$ cat src/rtl/spi_pkg.sv
// Shared definitions for the APB/FIFO front end of the SPI master.
// Holds the register index map, the low-power mode enum, status-register
// bit positions and the write masks for CR2 and BR.
package spi_pkg;

    // Register word indices on PADDR
    localparam logic [2:0] REG_CR1  = 3'd0;
    localparam logic [2:0] REG_CR2  = 3'd1;
    localparam logic [2:0] REG_BR   = 3'd2;
    localparam logic [2:0] REG_SR   = 3'd3;
    localparam logic [2:0] REG_FCR  = 3'd4;
    localparam logic [2:0] REG_DR   = 3'd5;
    localparam logic [2:0] REG_FLVL = 3'd6;

    typedef enum logic [1:0] {
        RUN  = 2'b00,
        WAIT = 2'b01,
        STOP = 2'b10
    } spi_mode_e;

    // SR bit positions
    localparam int SR_SPIF   = 7;
    localparam int SR_OVR    = 6;
    localparam int SR_SPTEF  = 5;
    localparam int SR_MODF   = 4;
    localparam int SR_TXFULL = 3;

    // CR1 bit positions
    localparam int CR1_SPIE  = 7;
    localparam int CR1_SPE   = 6;
    localparam int CR1_SPTIE = 5;
    localparam int CR1_MSTR  = 4;
    localparam int CR1_CPOL  = 3;
    localparam int CR1_CPHA  = 2;
    localparam int CR1_SSOE  = 1;
    localparam int CR1_LSBFE = 0;

    // CR2 bit positions
    localparam int CR2_MODFEN  = 4;
    localparam int CR2_SPISWAI = 1;

    localparam logic [7:0] CR1_RESET = 8'h04;
    localparam logic [7:0] CR2_MASK  = 8'h1B;
    localparam logic [7:0] BR_MASK   = 8'h77;

endpackage

$ cat src/rtl/apb_spi_fifo_if_if.sv
// APB slave bus bundle for the SPI FIFO register block.
// master modport: drives PSEL/PENABLE/PWRITE/PADDR/PWDATA, samples
//                 PRDATA/PREADY/PSLVERR.
// slave modport : the reverse.
interface apb_spi_fifo_if_if;
    logic        PSEL;
    logic        PENABLE;
    logic        PWRITE;
    logic [2:0]  PADDR;
    logic [31:0] PWDATA;
    logic [31:0] PRDATA;
    logic        PREADY;
    logic        PSLVERR;

    modport master (
        output PSEL, PENABLE, PWRITE, PADDR, PWDATA,
        input  PRDATA, PREADY, PSLVERR
    );

    modport slave (
        input  PSEL, PENABLE, PWRITE, PADDR, PWDATA,
        output PRDATA, PREADY, PSLVERR
    );
endinterface

$ cat src/rtl/spi_sync_fifo.sv
// Single-clock first-word-fall-through FIFO used for both SPI data paths.
// Ports:
//   clk, rst_n        clock, async active-low reset (empties the FIFO)
//   push, din         write request and data; ignored while full
//   pop               read request; ignored while empty
//   flush             empties the FIFO, overriding same-cycle push/pop
//   full, empty       decoded from the current count
//   count             fill level, 0..DEPTH
//   head              oldest entry, valid while not empty
module spi_sync_fifo #(
    parameter int WIDTH = 8,
    parameter int DEPTH = 4,
    parameter int CNT_W = $clog2(DEPTH) + 1
) (
    input  logic             clk,
    input  logic             rst_n,
    input  logic             push,
    input  logic             pop,
    input  logic             flush,
    input  logic [WIDTH-1:0] din,
    output logic             full,
    output logic             empty,
    output logic [CNT_W-1:0] count,
    output logic [WIDTH-1:0] head
);
    localparam int AW = $clog2(DEPTH);

    logic [WIDTH-1:0] mem [DEPTH];
    logic [AW-1:0]    wr_ptr, rd_ptr;
    logic             do_push, do_pop;

    assign full  = (count == CNT_W'(DEPTH));
    assign empty = (count == '0);

    // Gating on the pre-edge count means a pop never makes room for a
    // same-cycle push into a full FIFO.
    assign do_push = push & ~full;
    assign do_pop  = pop & ~empty;

    always_ff @(posedge clk or negedge rst_n) begin
        if (!rst_n) begin
            wr_ptr <= '0;
            rd_ptr <= '0;
            count  <= '0;
        end else if (flush) begin
            wr_ptr <= '0;
            rd_ptr <= '0;
            count  <= '0;
        end else begin
            if (do_push) wr_ptr <= wr_ptr + AW'(1);
            if (do_pop)  rd_ptr <= rd_ptr + AW'(1);
            case ({do_push, do_pop})
                2'b10:   count <= count + CNT_W'(1);
                2'b01:   count <= count - CNT_W'(1);
                default: ;
            endcase
        end
    end

    always_ff @(posedge clk) begin
        if (do_push && !flush) mem[wr_ptr] <= din;
    end

    assign head = mem[rd_ptr];

endmodule

$ cat src/rtl/apb_spi_fifo_if.sv
// APB register front end for the SPI master core with TX/RX FIFOs.
// Zero-wait-state APB slave (PREADY = PSEL & PENABLE); PSLVERR flags DR
// overflow/underflow and config writes during a transfer.
// Ports:
//   PCLK, PRESETn            clock, async active-low reset
//   apb (slave modport)      APB bus
//   mstr..spiswai, sppr/spr  CR1/CR2/BR decodes to the core
//   spi_mode                 RUN/WAIT/STOP low-power state
//   tx_valid/tx_data/tx_ready  TX FIFO head handshake to the core
//   rx_valid/rx_data         RX frames from the core (no back-pressure)
//   tip, ss                  transfer-in-progress, slave-select sense
//   spi_interrupt_request    level interrupt
// Build option: SPI_FIFO_THRESH_IRQ_EN adds RX/TX level thresholds in FCR
// that replace SPIF/SPTEF in the interrupt equation.
module apb_spi_fifo_if
    import spi_pkg::*;
#(
    parameter int DATA_W     = 8,
    parameter int FIFO_DEPTH = 4
) (
    input  logic                PCLK,
    input  logic                PRESETn,
    apb_spi_fifo_if_if.slave    apb,
    output logic                mstr,
    output logic                cpol,
    output logic                cpha,
    output logic                lsbfe,
    output logic                spiswai,
    output logic [2:0]          sppr,
    output logic [2:0]          spr,
    output logic [1:0]          spi_mode,
    output logic                tx_valid,
    output logic [DATA_W-1:0]   tx_data,
    input  logic                tx_ready,
    input  logic                rx_valid,
    input  logic [DATA_W-1:0]   rx_data,
    input  logic                tip,
    input  logic                ss,
    output logic                spi_interrupt_request
);
    localparam int CNT_W = $clog2(FIFO_DEPTH) + 1;

    logic              access, wr_acc, rd_acc;
    logic              cfg_sel, cfg_err, dr_wr, dr_rd, dr_wr_err, dr_rd_err, sr_rd;
    logic [7:0]        cr1, cr2, br, sr;
    logic              spie, spe, sptie, ssoe, modfen, modf, ovr;
    logic              tx_full, tx_empty, rx_full, rx_empty, tx_pop, tx_flush, rx_flush;
    logic [CNT_W-1:0]  tx_cnt, rx_cnt;
    logic [DATA_W-1:0] rx_head;
    logic              rx_irq_term, tx_irq_term;
    logic [31:0]       fcr_rdata, rdata;
    spi_mode_e         mode_q, mode_d;

    // ---------------- APB decode ----------------
    assign access = apb.PSEL & apb.PENABLE;
    assign wr_acc = access & apb.PWRITE;
    assign rd_acc = access & ~apb.PWRITE;
    assign apb.PREADY = access;

    assign cfg_sel   = (apb.PADDR == REG_CR1) | (apb.PADDR == REG_CR2) | (apb.PADDR == REG_BR);
    assign cfg_err   = wr_acc & cfg_sel & tip;
    assign dr_wr     = wr_acc & (apb.PADDR == REG_DR);
    assign dr_rd     = rd_acc & (apb.PADDR == REG_DR);
    assign dr_wr_err = dr_wr & tx_full;
    assign dr_rd_err = dr_rd & rx_empty;
    assign sr_rd     = rd_acc & (apb.PADDR == REG_SR);
    assign apb.PSLVERR = cfg_err | dr_wr_err | dr_rd_err;

    assign tx_flush = wr_acc & (apb.PADDR == REG_FCR) & apb.PWDATA[0];
    assign rx_flush = wr_acc & (apb.PADDR == REG_FCR) & apb.PWDATA[1];

    // ---------------- control registers ----------------
    always_ff @(posedge PCLK or negedge PRESETn) begin
        if (!PRESETn) begin
            cr1 <= CR1_RESET;
            cr2 <= '0;
            br  <= '0;
        end else if (wr_acc && !tip) begin
            case (apb.PADDR)
                REG_CR1: cr1 <= apb.PWDATA[7:0];
                REG_CR2: cr2 <= apb.PWDATA[7:0] & CR2_MASK;
                REG_BR:  br  <= apb.PWDATA[7:0] & BR_MASK;
                default: ;
            endcase
        end
    end

    assign spie    = cr1[CR1_SPIE];
    assign spe     = cr1[CR1_SPE];
    assign sptie   = cr1[CR1_SPTIE];
    assign mstr    = cr1[CR1_MSTR];
    assign cpol    = cr1[CR1_CPOL];
    assign cpha    = cr1[CR1_CPHA];
    assign ssoe    = cr1[CR1_SSOE];
    assign lsbfe   = cr1[CR1_LSBFE];
    assign modfen  = cr2[CR2_MODFEN];
    assign spiswai = cr2[CR2_SPISWAI];
    assign sppr    = br[6:4];
    assign spr     = br[2:0];

    // ---------------- FIFOs ----------------
    assign tx_pop = tx_ready & tx_valid;

    spi_sync_fifo #(.WIDTH(DATA_W), .DEPTH(FIFO_DEPTH)) u_tx_fifo (
        .clk   (PCLK),
        .rst_n (PRESETn),
        .push  (dr_wr),
        .pop   (tx_pop),
        .flush (tx_flush),
        .din   (apb.PWDATA[DATA_W-1:0]),
        .full  (tx_full),
        .empty (tx_empty),
        .count (tx_cnt),
        .head  (tx_data)
    );

    spi_sync_fifo #(.WIDTH(DATA_W), .DEPTH(FIFO_DEPTH)) u_rx_fifo (
        .clk   (PCLK),
        .rst_n (PRESETn),
        .push  (rx_valid),
        .pop   (dr_rd),
        .flush (rx_flush),
        .din   (rx_data),
        .full  (rx_full),
        .empty (rx_empty),
        .count (rx_cnt),
        .head  (rx_head)
    );

    // Overrun is sticky; a frame lost in the same cycle as the SR read
    // must survive, so the set term has priority over the read-clear.
    always_ff @(posedge PCLK or negedge PRESETn) begin
        if (!PRESETn)                 ovr <= 1'b0;
        else if (rx_valid && rx_full) ovr <= 1'b1;
        else if (sr_rd)               ovr <= 1'b0;
    end

    // ---------------- mode FSM ----------------
    always_ff @(posedge PCLK or negedge PRESETn) begin
        if (!PRESETn) mode_q <= RUN;
        else          mode_q <= mode_d;
    end

    always_comb begin
        mode_d = mode_q;
        case (mode_q)
            RUN:     if (!spe) mode_d = WAIT;
            WAIT:    if (spe) mode_d = RUN;
                     else if (spiswai) mode_d = STOP;
            STOP:    if (!spiswai) mode_d = WAIT;
            default: mode_d = RUN;
        endcase
    end

    assign spi_mode = mode_q;
    assign tx_valid = ~tx_empty & (mode_q != STOP);

    // ---------------- status / interrupt ----------------
    assign modf = mstr & ~ss & ssoe & ~modfen;

    always_comb begin
        sr            = '0;
        sr[SR_SPIF]   = ~rx_empty;
        sr[SR_OVR]    = ovr;
        sr[SR_SPTEF]  = tx_empty;
        sr[SR_MODF]   = modf;
        sr[SR_TXFULL] = tx_full;
    end

`ifdef SPI_FIFO_THRESH_IRQ_EN
    logic [2:0] rxth, txth;

    always_ff @(posedge PCLK or negedge PRESETn) begin
        if (!PRESETn) begin
            rxth <= '0;
            txth <= '0;
        end else if (wr_acc && apb.PADDR == REG_FCR) begin
            rxth <= apb.PWDATA[6:4];
            txth <= apb.PWDATA[10:8];
        end
    end

    // int casts keep the compare correct when CNT_W is narrower than 3
    assign rx_irq_term = int'(rx_cnt) > int'(rxth);
    assign tx_irq_term = int'(tx_cnt) <= int'(txth);
    assign fcr_rdata   = {21'b0, txth, 1'b0, rxth, 4'b0};
`else
    assign rx_irq_term = ~rx_empty;
    assign tx_irq_term = tx_empty;
    assign fcr_rdata   = '0;
`endif

    assign spi_interrupt_request = (spie & (rx_irq_term | ovr | modf)) | (sptie & tx_irq_term);

    // ---------------- read mux ----------------
    always_comb begin
        rdata = '0;
        if (rd_acc) begin
            case (apb.PADDR)
                REG_CR1:  rdata[7:0] = cr1;
                REG_CR2:  rdata[7:0] = cr2;
                REG_BR:   rdata[7:0] = br;
                REG_SR:   rdata[7:0] = sr;
                REG_FCR:  rdata      = fcr_rdata;
                REG_DR:   if (!rx_empty) rdata[DATA_W-1:0] = rx_head;
                REG_FLVL: begin
                    rdata[8 +: CNT_W] = rx_cnt;
                    rdata[0 +: CNT_W] = tx_cnt;
                end
                default:  ;
            endcase
        end
    end

    assign apb.PRDATA = rdata;

endmodule

$ cat src/flat_wrapper.sv
// flat-port wrapper written by rule: the top's interface ports become plain ports
module apb_spi_fifo_if_flat import spi_pkg::*;
#(
    parameter int DATA_W     = 8,
    parameter int FIFO_DEPTH = 4
)
  (PCLK, PRESETn, mstr, cpol, cpha, lsbfe, spiswai, sppr, spr, spi_mode, tx_valid, tx_data, tx_ready, rx_valid, rx_data, tip, ss, spi_interrupt_request, apb_PSEL, apb_PENABLE, apb_PWRITE, apb_PADDR, apb_PWDATA, apb_PRDATA, apb_PREADY, apb_PSLVERR);
  apb_spi_fifo_if_if apb_i ();
  input  logic PCLK;
  input  logic PRESETn;
  output logic mstr;
  output logic cpol;
  output logic cpha;
  output logic lsbfe;
  output logic spiswai;
  output logic [2:0] sppr;
  output logic [2:0] spr;
  output logic [1:0] spi_mode;
  output logic tx_valid;
  output logic [DATA_W-1:0] tx_data;
  input  logic tx_ready;
  input  logic rx_valid;
  input  logic [DATA_W-1:0] rx_data;
  input  logic tip;
  input  logic ss;
  output logic spi_interrupt_request;
  input wire logic [$bits(apb_i.PSEL)-1:0] apb_PSEL;
  input wire logic [$bits(apb_i.PENABLE)-1:0] apb_PENABLE;
  input wire logic [$bits(apb_i.PWRITE)-1:0] apb_PWRITE;
  input wire logic [$bits(apb_i.PADDR)-1:0] apb_PADDR;
  input wire logic [$bits(apb_i.PWDATA)-1:0] apb_PWDATA;
  output wire logic [$bits(apb_i.PRDATA)-1:0] apb_PRDATA;
  output wire logic [$bits(apb_i.PREADY)-1:0] apb_PREADY;
  output wire logic [$bits(apb_i.PSLVERR)-1:0] apb_PSLVERR;
  assign apb_i.PSEL = apb_PSEL;
  assign apb_i.PENABLE = apb_PENABLE;
  assign apb_i.PWRITE = apb_PWRITE;
  assign apb_i.PADDR = apb_PADDR;
  assign apb_i.PWDATA = apb_PWDATA;
  assign apb_PRDATA = apb_i.PRDATA;
  assign apb_PREADY = apb_i.PREADY;
  assign apb_PSLVERR = apb_i.PSLVERR;
  apb_spi_fifo_if #(.DATA_W(DATA_W), .FIFO_DEPTH(FIFO_DEPTH)) u_core (.PCLK(PCLK), .PRESETn(PRESETn), .apb(apb_i), .mstr(mstr), .cpol(cpol), .cpha(cpha), .lsbfe(lsbfe), .spiswai(spiswai), .sppr(sppr), .spr(spr), .spi_mode(spi_mode), .tx_valid(tx_valid), .tx_data(tx_data), .tx_ready(tx_ready), .rx_valid(rx_valid), .rx_data(rx_data), .tip(tip), .ss(ss), .spi_interrupt_request(spi_interrupt_request));
endmodule
$ cat config.mk
export PLATFORM = sky130hd
export DESIGN_NAME = apb_spi_fifo_if_flat
export DESIGN_NICKNAME = d
export VERILOG_FILES = /design/src/rtl/spi_pkg.sv /design/src/rtl/apb_spi_fifo_if_if.sv /design/src/rtl/spi_sync_fifo.sv /design/src/rtl/apb_spi_fifo_if.sv /design/src/flat_wrapper.sv
export SDC_FILE = /design/constraint.sdc
export NUM_CORES = 1
export LEC_CHECK = 0
export BUFFER_PORTS_ARGS = -buffer_cell sky130_fd_sc_hd__buf_2
export CORE_MARGIN = 2
export CORE_UTILIZATION = 41
export CTS_CLUSTER_SIZE = 25
export DETAILED_ROUTE_END_ITERATION = 16
export PLACE_DENSITY = 0.69
export SLEW_MARGIN = 20
export SYNTH_ARGS = -nofsm -noshare
export SYNTH_HDL_FRONTEND = slang
export SYNTH_SLANG_ARGS = --single-unit
$ cat constraint.sdc
create_clock -name PCLK -period 2.7 [get_ports PCLK]
set_input_delay 0.54 -clock PCLK [delete_from_list [all_inputs] [get_ports PCLK]]
set_output_delay 0.54 -clock PCLK [all_outputs]
set_load 0.01 [all_outputs]
==> results of run 1 <==
-- state kept, by name, summed over array words and instances (netlist names) --
| signal | flops |
|---|---|
| u_core.br | 6 |
| u_core.cr1 | 8 |
| u_core.cr2 | 4 |
| u_core.ovr | 1 |
| u_core.spi_mode | 2 |
| u_core.u_rx_fifo.count | 3 |
| u_core.u_rx_fifo.mem | 32 |
| u_core.u_rx_fifo.rd_ptr | 2 |
| u_core.u_rx_fifo.wr_ptr | 2 |
| u_core.u_tx_fifo.count | 3 |
| u_core.u_tx_fifo.mem | 32 |
| u_core.u_tx_fifo.rd_ptr | 2 |
| u_core.u_tx_fifo.wr_ptr | 2 |
-- metrics by stage --
stage               setup slack (ns)  std cells  utilization (%)  hold WS, ns   TNS [ns]
floorplan                     0.2023        347                -       0.2444          0
global placement              0.1376        524            45.08       0.4963          0
detailed placement           0.07887        524            45.08       0.4978          0
CTS                          0.05759        540            47.97       0.3100          0
global route               -0.005729        540            48.06       0.3454  -0.005729
finish                        0.1080        540            48.06       0.2903          0
-- power by group through the flow --
| stage | combinational [uW] | sequential [uW] | clock (uW) |
|---|---|---|---|
| floorplan | 944 | 2050 | 0 |
| global placement | 1120 | 2190 | 0 |
| detailed placement | 1160 | 2210 | 0 |
| CTS | 1170 | 2180 | 1400 |
| global route | 1280 | 2230 | 1460 |
| finish | 1160 | 2180 | 1380 |
-- metal layers --
layer / GRT usage (%) / wire [um]
met1: 20.93 / 4260
met2: 26.95 / 4883
met3: 5.171 / 592
met4: 5.350 / 144
met5: 0 / 13
-- synthesized netlist by cell type, types with 5 or more instances --
cell / n / share of area, %
a21oi_1: 8 / 0.84
and2_1: 11 / 1.5
and3_1: 5 / 0.66
buf_2: 6 / 0.63
buf_4: 21 / 3.3
clkbuf_1: 5 / 0.40
dfrtp_1: 34 / 18
edfxtp_1: 64 / 41
ha_1: 10 / 2.6
inv_1: 8 / 0.63
mux2_2: 10 / 2.4
mux2_4: 10 / 3.2
mux2i_1: 7 / 1.5
mux4_2: 16 / 7.6
nand2_1: 10 / 0.79
nor2_1: 22 / 1.7
o21ai_0: 5 / 0.53
or3_1: 6 / 0.79
xnor2_1: 5 / 0.92
-- cell families (layout without fill, tap and decap cells) --
family | count (synthesis) | in the layout | share of synthesized area (%)
other cells | 1 | 21 | 0.07912
flops | 99 | 99 | 59.06
fa+ha+maj | 12 | 12 | 3.485
simple gates | 80 | 80 | 9.927
buf+inv | 46 | 96 | 5.834
mux | 43 | 43 | 14.63
xor+xnor | 8 | 8 | 1.478
compound gates | 38 | 38 | 5.518
-- final cells by class --
cell class	instances	area, sq um	share of cell area, %
flip-flops and latches	99	2801	51.27
multi-input cells	202	1753	32.08
repair buffers	70	367.9	6.732
clock buffers	9	225.2	4.122
well taps	143	178.9	3.275
clock inverters	7	97.59	1.786
inverters	10	40.04	0.7328
-- how the worst min path moves through the flow --
stage / startpoint / endpoint / slack (ns)
final: PRESETn / u_core.spi_mode[1] / 0.29
after global routing: PRESETn / u_core.u_tx_fifo.rd_ptr[1] / 0.35
after detailed placement: u_core.cr2[0] / u_core.cr2[0] / 0.50
after global placement: u_core.cr2[0] / u_core.cr2[0] / 0.50
after floorplan: PRESETn / u_core.br[0] / 0.24
after CTS: PRESETn / u_core.cr1[1] / 0.31
-- repair_timing --
| item | 4_1_cts | 5_1_grt |
|---|---|---|
| resized for setup | 2 | 3 |
| endpoints found under the setup margin | 1 | 2 |
| gates cloned | 0 | 0 |
| hold buffers | 0 | 0 |
==> metrics, run 1 <==
Post-CTS Setup Inserts=0; clk slew on worst S/H paths=approximately 0.070 ns; first-pass GRT wire length=15590 um; WL/cell=18.32 um; Net Sw Frac=29.90%; DR iter-0 viols=189; CP Launch Type=flip-flop; deepest clock path buffer count=2; # rows=39; sequential-to-total area share from yosys stat=59.05%; final RePlAce weighted congestion=0.8586; setup slack, reg-to-reg=~0.20 ns; CTS Root Cell=clkbuf_16; most frequent cells in the layout=edfxtp_1, buf_2, dfrtp_1; FFs w/ async S/R, synth=35.35%; All-Layer GR Usage=16.43%; RR Endpoint=u_core.u_tx_fifo.count[2]; Max Cap Violations=0; Worst setup EP type=output pin; Hold Vio Cnt, Final=0; CTS tree=yes; Area Growth Syn to Fin=15.29%; CP max stage delay=0.45 ns; number of synthesized flops with an enable pin=64; R2R Path Start=u_core.u_tx_fifo.count[1]; Residual DRC=0; die extent in y=111.5 um; fin crit period=2.592 ns; placed cell area=between 0.005 and 0.006 sq mm; required time worst endpoint=2.16 ns; final setup violation count=0; sequential power share=46.2%; Buf+Inv Stages, Crit Path=1; commonest non-fill, non-tap cell in the layout=edfxtp_1; Reg2Reg Depth=7; Clk Latency, worst-skew pair=around 0.35 ns; vias in the first global route=2885; Initial Utilization=41.69%; launch point of the worst path=u_core.u_tx_fifo.count[1]; power density cells=864.1 mW/mm^2; CTS Sinks=99; syn_area_per_cell=14.49 sq um; Max Clk Rate=a little under 400 MHz; number of distinct library cells after synthesis=58; htree depth=3; Final Instance Area=0.005464 sq mm; Core Area=0.01137 sq mm; fillers=986; worst-path cell chain=or3b_1 > or2_0 > a311o_1 > a21oi_1 > buf_2; die footprint=0.01244 sq mm; Pre-antenna DRT Iters=4; antenna cells=0; Vias/cell=5.259; Leakage=0.002248 uW; outcome=complete, no violations; CP Class=flip-flop to output pin; total grt overflow=0; initial antenna violation count=1; Tot Pwr=around 4700 uW; layout cells sized above 1=33.75%; yosys warns=0; Tcrit/Tclk final=between 90% and 100%; routed wire length=around 9900 um; Die Wd=between 100 and 150 um; Slew @ Worst Pin=0.8256 ns; Arr. time, crit path=around 2 ns; cell area after synthesis=0.004740 sq mm; Num CTS Buffers=9; max_slew headroom=44.96%; ys flop type=edfxtp_1; Worst Hold Class=primary input to async pin; largest net degree at the start of global routing=36; CP Max Fanout=6; Worst Setup EP=apb_PRDATA[3]; slowest stage cell on the critical path=dfrtp_2; internal cell power=3310 uW; Slew Limit Fails=0; combinational share of power=24.5%; part of the power in the clock network=29.3%; Final ANT Viol Nets=0; WP depth=5; maximum vdd drop=approximately 0.76 mV; largest delay contributor family on the critical path=simple AND/OR/NAND/NOR gates; clock skew=approximately 0.0054 ns; Port Buffers=63; Final nets=around 460; Gate Count Post-Synth=327; Net Sw Power=1412 uW; Ports=roughly 110; via count=2840; DP Wirelength=roughly 7300 um; #FFs+latches synth=99
(Power assumes the default switching activity.)
==> inputs of run 2 (changes only) <==
--- a/config.mk
+++ b/config.mk
@@ -5,6 +5,7 @@
 export SDC_FILE = /design/constraint.sdc
 export NUM_CORES = 1
 export LEC_CHECK = 0
+export ABC_AREA = 1
 export BUFFER_PORTS_ARGS = -buffer_cell sky130_fd_sc_hd__buf_2
 export CORE_MARGIN = 2
 export CORE_UTILIZATION = 41
==> run 2 against run 1 <==
Compared with the run above:
- cell count rose by 33%
- routed wire length rose by 6.5%
- die area rose by 0.74%
- clock power fell by 4%
- clock-buffer cell count did not move
- hold slack improved by 0.0025 ns
- power barely moved
- clock skew barely moved
- maximum frequency rose by 6.6%
- worst setup slack improved by 0.16 ns
- largest cell class unchanged
- largest power group unchanged
==> metrics, run 2 <==
Port Buffers=63; Buf+Inv Stages, Crit Path=2; Slew @ Worst Pin=0.8534 ns; Initial Utilization=42.01%; Clk Latency, worst-skew pair=0.34 ns; CP Class=flip-flop to output pin; initial antenna violation count=1; most frequent cells in the layout=nand2_1, nor2_1, edfxtp_1; largest family of logic cells by synthesized area=simple AND/OR/NAND/NOR gates; Area contributors post-synth=edfxtp_1, dfrtp_1, nand2_1, nor2_1, o21ai_0; compound-gate portion of the synthesized area=10.35%; clock skew=0.005319 ns; Max Clk Rate=411.3 MHz; CTS Sinks=99; Final ANT Viol Nets=0; CP Launch Type=flip-flop; Tcrit/Tclk final=90.04%; syn_area_per_cell=just under 10 sq um; layout cells sized above 1=20.24%; post-synthesis xor/xnor area fraction=less than 1%; clk slew on worst S/H paths=0.07 ns; Worst setup EP type=output pin; ys flop type=edfxtp_1; cell area after synthesis=0.004776 sq mm; max_slew headroom=between 40% and 50%; # rows=39; deepest clock path buffer count=2; hold_buf cts=0; DP Wirelength=7728 um; most frequent cells after synthesis=nand2_1, nor2_1, edfxtp_1; setup_tns=0 ns; die footprint=about 0.013 sq mm; required time worst endpoint=approximately 2.2 ns; top flop regs=u_core.u_rx_fifo.mem: 32 flops, u_core.u_tx_fifo.mem: 32 flops, u_core.cr1: 8 flops; DR iter-0 viols=207; routed wire length=10530 um; CP max stage delay=0.60 ns; Max Cap Violations=0; largest delay contributor family on the critical path=flip-flops; maximum vdd drop=0.4569 mV; Gate Count Post-Synth=493; cells resized by post-CTS repair=0; setup slack at placement=about 0.16 ns; most frequent CP cell=nand2_1; slowest stage cell on the critical path=dfrtp_1; Adder-Cell Fraction of Synth Area=3.458%; vias in the first global route=around 3400; sequential-to-total area share from yosys stat=58.61%; Final nets=632; Yosys top cell area share=40.24%; Arr. time, crit path=roughly 1.9 ns; slack of the critical path=~0.27 ns; largest net degree at the start of global routing=36; Post-Synth Simple-Gate Area=~17%; Slew Limit Fails=0; Leakage=0.002496 uW; fin crit period=2.431 ns; CTS Root Cell=clkbuf_16; antenna cells=0; post-synth top area cell=edfxtp_1; Worst Hold Class=primary input to async pin; outcome=complete, no violations; Residual DRC=0; Pre-antenna DRT Iters=4; Vias/cell=between 4 and 5; number of distinct library cells after synthesis=33; Hold Vio Cnt, Final=0; Die Wd=about 110 um; Post-CTS Setup Inserts=0; final setup violation count=0; yosys warns=0; htree depth=3; power density cells=~850 mW/mm^2; CTS tree=yes; mux contribution to synthesized area=0%; Area Growth Syn to Fin=15.72%; die extent in y=111.9 um; total grt overflow=0; WL/cell=14.71 um; via count=3525; worst-path cell chain=inv_2 > nor2_1 > o21ai_0 > nand2_1 > nand2_1 > a21oi_1 > buf_2; first-pass GRT wire length=16790 um; RSZ-0062 raised after global routing=false; Ports=109; final RePlAce weighted congestion=0.8450; CP Max Fanout=10; FFs w/ async S/R, synth=between 30% and 40%; Num CTS Buffers=9; Core Area=0.01137 sq mm; All-Layer GR Usage=between 10% and 20%; number of synthesized flops with an enable pin=64; #FFs+latches synth=99
-- run 2: final cells by class --
type	count	area [sq um]
Multi-Input combinational cell	315	1578
Tap cell	143	178.9
Clock inverter	7	83.83
Clock buffer	9	225.2
Sequential cell	99	2799
Inverter	68	256.5
Timing Repair Buffer	75	405.4
Fill cell	1056	5843
-- run 2: worst paths after layout --
kind | start | end | slack [ns] | depth (start not counted)
min in group PCLK | rx_data[6] | u_core.u_rx_fifo.mem[1][6] | 0.41 | 1
worst min-delay path | PRESETn | u_core.u_rx_fifo.count[1] | 0.29 | 1
worst max-delay path | u_core.u_rx_fifo.rd_ptr[1] | apb_PRDATA[1] | 0.27 | 7
max in group asynchronous | PRESETn | u_core.u_tx_fifo.count[2] | 1.86 | 1
worst max register to register | u_core.u_tx_fifo.count[0] | u_core.u_tx_fifo.count[2] | 0.55 | 9
worst min register to register | u_core.cr1[5] | u_core.cr1[5] | 0.49 | 2
-- run 2: stage by stage --
step                power (uW)  area, sq um  std cells  hold slack [ns]  utilization, %
floorplan                 2981         4851        513           0.2444               -
CTS                       4763         5527        716           0.3095           48.61
global route              5029         5527        716           0.3518           48.61
detailed placement        3442         5218        700           0.4737           45.89
global placement          3366         5218        700           0.4746           45.89
finish                    4722         5527        716           0.2928           48.61
-- run 2: kinds of logic (layout without fill, tap and decap cells) --
| group | after synthesis | after routing |
|---|---|---|
| flip-flops | 99 | 99 |
| other | 1 | 21 |
| AO/OA/AOI/OAI | 90 | 90 |
| adder cells (fa/ha/maj) | 12 | 12 |
| XOR/XNOR | 5 | 5 |
| buffers and inverters | 99 | 159 |
| AND/OR/NAND/NOR | 187 | 187 |
-- run 2: power breakdown --
| part | leakage (uW) | internal, uW | total, uW | switching [uW] |
|---|---|---|---|---|
| Combinational | 0.00132 | 498 | 1350 | 853 |
| Sequential | 0.00102 | 1870 | 2050 | 187 |
| Clock | 0.000154 | 736 | 1320 | 581 |
-- run 2: worst reg2reg max path: stages, from the launching register on --
cell and delay [ns]:
dfrtp_1 0.42, inv_1 0.16, nand3_1 0.13, nand3_1 0.17, inv_1 0.07, ha_1 0.24, fa_1 0.40, xnor2_1 0.21
xor2_1 0.17, a21oi_1 0.08
-- run 2: routing by layer --
metal,share of wire [%],vias to the layer above,track usage (%)
li1,-,1732,-
met1,41,1662,20.90
met2,51,115,30.83
met3,6.5,14,4.627
met4,1.2,2,4.691
met5,0.11,-,0
==> inputs of run 3 (changes only) <==
--- a/config.mk
+++ b/config.mk
@@ -7,11 +7,13 @@
 export LEC_CHECK = 0
 export ABC_AREA = 1
 export BUFFER_PORTS_ARGS = -buffer_cell sky130_fd_sc_hd__buf_2
+export CELL_PAD_IN_SITES_DETAIL_PLACEMENT = 0
+export CELL_PAD_IN_SITES_GLOBAL_PLACEMENT = 1
 export CORE_MARGIN = 2
 export CORE_UTILIZATION = 41
 export CTS_CLUSTER_SIZE = 25
 export DETAILED_ROUTE_END_ITERATION = 16
-export PLACE_DENSITY = 0.69
+export PLACE_DENSITY = 0.86
 export SLEW_MARGIN = 20
 export SYNTH_ARGS = -nofsm -noshare
 export SYNTH_HDL_FRONTEND = slang
==> run 3 against run 2 <==
Compared with the run above:
- worst setup slack worse by 0.0010 ns
- clock power decreased by 5%
- core utilization down 0.18 points
- clock-buffer cell count is 1 higher
- critical endpoint is now apb_PRDATA[0]
- combinational power about the same
- highest routed layer is now met4
- routed wire length fell by 2.3%
- cell area fell by 0.36%
- via count is 1.6% lower
==> metrics, run 3 (synthesis results as in run 2) <==
outcome=complete, no violations; M1 WL=4314 um; Worst Hold Class=primary input to async pin; DR WL met3=about 530 um; # rows=39; Initial Utilization=42.01%; Area Growth Syn to Fin=15.30%; top flop regs=u_core.u_rx_fifo.mem: 32 flops, u_core.u_tx_fifo.mem: 32 flops, u_core.cr1: 8 flops; initial antenna violation count=0; Post-CTS Setup Inserts=0; htree depth=3; CTS tree=yes; Ports=between 100 and 150; R2R Path Start=u_core.u_tx_fifo.count[0]; most frequent cells in the layout=nand2_1, nor2_1, edfxtp_1; setup slack, reg-to-reg=0.55 ns; CTS Root Cell=clkbuf_16; via count=3467; DR top layer=met4; setup slack at placement=0.2763 ns; clk slew on worst S/H paths=0.07 ns; CTS Sinks=99; Residual DRC=0; Leakage=approximately 0.0025 uW; Tot Pwr=4625 uW; hold_buf cts=0; die extent in y=111.9 um; Vias/cell=about 4.8; cells resized by post-CTS repair=0; Num CTS Buffers=9; Die Wd=about 110 um; setup_tns=0 ns; DR iter-0 viols=roughly 230; total grt overflow=0; final setup violation count=0; Max Clk Rate=411.2 MHz; CP Class=flip-flop to output pin; Pre-antenna DRT Iters=4; first-pass GRT wire length=~16000 um; required time worst endpoint=~2.2 ns; die footprint=0.01253 sq mm; Reg2Reg Depth=9; power density cells=839.9 mW/mm^2; clock skew=approximately 0.007 ns; WL/cell=14.39 um; Port Buffers=between 60 and 70; Worst setup EP type=output pin; CP Launch Type=flip-flop; Final ANT Viol Nets=0; Slew @ Worst Pin=0.8020 ns; DP Wirelength=between 7000 and 8000 um; RSZ-0062 raised after global routing=false; Max Cap Violations=0; antenna cells=0; Met2 Wirelength=5352 um; CP Max Fanout=10; largest net degree at the start of global routing=36; Arr. time, crit path=1.89 ns; deepest clock path buffer count=2; maximum vdd drop=0.4366 mV; routed wire length=10290 um; Slew Limit Fails=0; layout cells sized above 1=20.10%; Clk Latency, worst-skew pair=0.34 ns; launch point of the worst path=u_core.u_rx_fifo.rd_ptr[1]; RR Endpoint=u_core.u_tx_fifo.count[2]; Hold Vio Cnt, Final=0; fin crit period=~2.4 ns; All-Layer GR Usage=16.64%; Final nets=631; Tcrit/Tclk final=90.08%; final RePlAce weighted congestion=0.8163; Core Area=about 0.011 sq mm; vias in the first global route=3312; max_slew headroom=46.54%; slack of the critical path=0.2678 ns
[run 3: changes by cell type in the layout (fill, tap and decap cells not counted)]
cell	change
clkinv_2	-1
clkbuf_8	+1
clkinv_4	+2
buf_4	-1
inv_6	-1
bufinv_16	-1
[run 3: per-stage QoR]
stage	area (sq um)	hold WS [ns]	cells	util [%]
after global routing	5507	0.3469	715	48.43
after floorplan	4851	0.2444	513	-
after CTS	5507	0.3127	715	48.43
after detailed placement	5210	0.4721	699	45.82
after global placement	5210	0.4647	699	45.82
final	5507	0.2828	715	48.43
[run 3: layout make-up]
class	instances	area, sq um
clock buffers	10	239.0
clock inverters	6	57.56
fillers	1053	5863
inverters	68	256.5
multi-input cells	315	1578
flip-flops and latches	99	2799
well taps	143	178.9
repair buffers	74	397.9
[run 3: critical path: stages (launching register included)]
cell     delay (ns)
dfrtp_1        0.62
inv_2          0.19
nor2_1         0.13
o21ai_0        0.08
nand2_1        0.07
nand2_1        0.05
a21oi_1        0.23
buf_2          0.18
[run 3: routing by layer]
layer  up-vias  GRT usage (%)
met4         0          4.691
met2        96          30.55
met5         -              0
li1       1739              -
met1      1623          19.69
met3         9          3.484
[run 3: how the worst max path moves through the flow]
stage	to	slack, ns	cells past startpoint
after global routing	apb_PRDATA[0]	0.11	7
after floorplan	u_core.u_tx_fifo.count[2]	0.52	10
after detailed placement	u_core.u_tx_fifo.count[2]	0.28	10
after global placement	u_core.u_tx_fifo.count[2]	0.32	10
final	apb_PRDATA[0]	0.27	7
after CTS	apb_PRDATA[0]	0.28	7
[run 3: power by group]
group / switching, uW / total (uW) / internal [uW]
Clock: 584 / 1250 / 670
Combinational: 832 / 1320 / 489
Sequential: 184 / 2050 / 1870
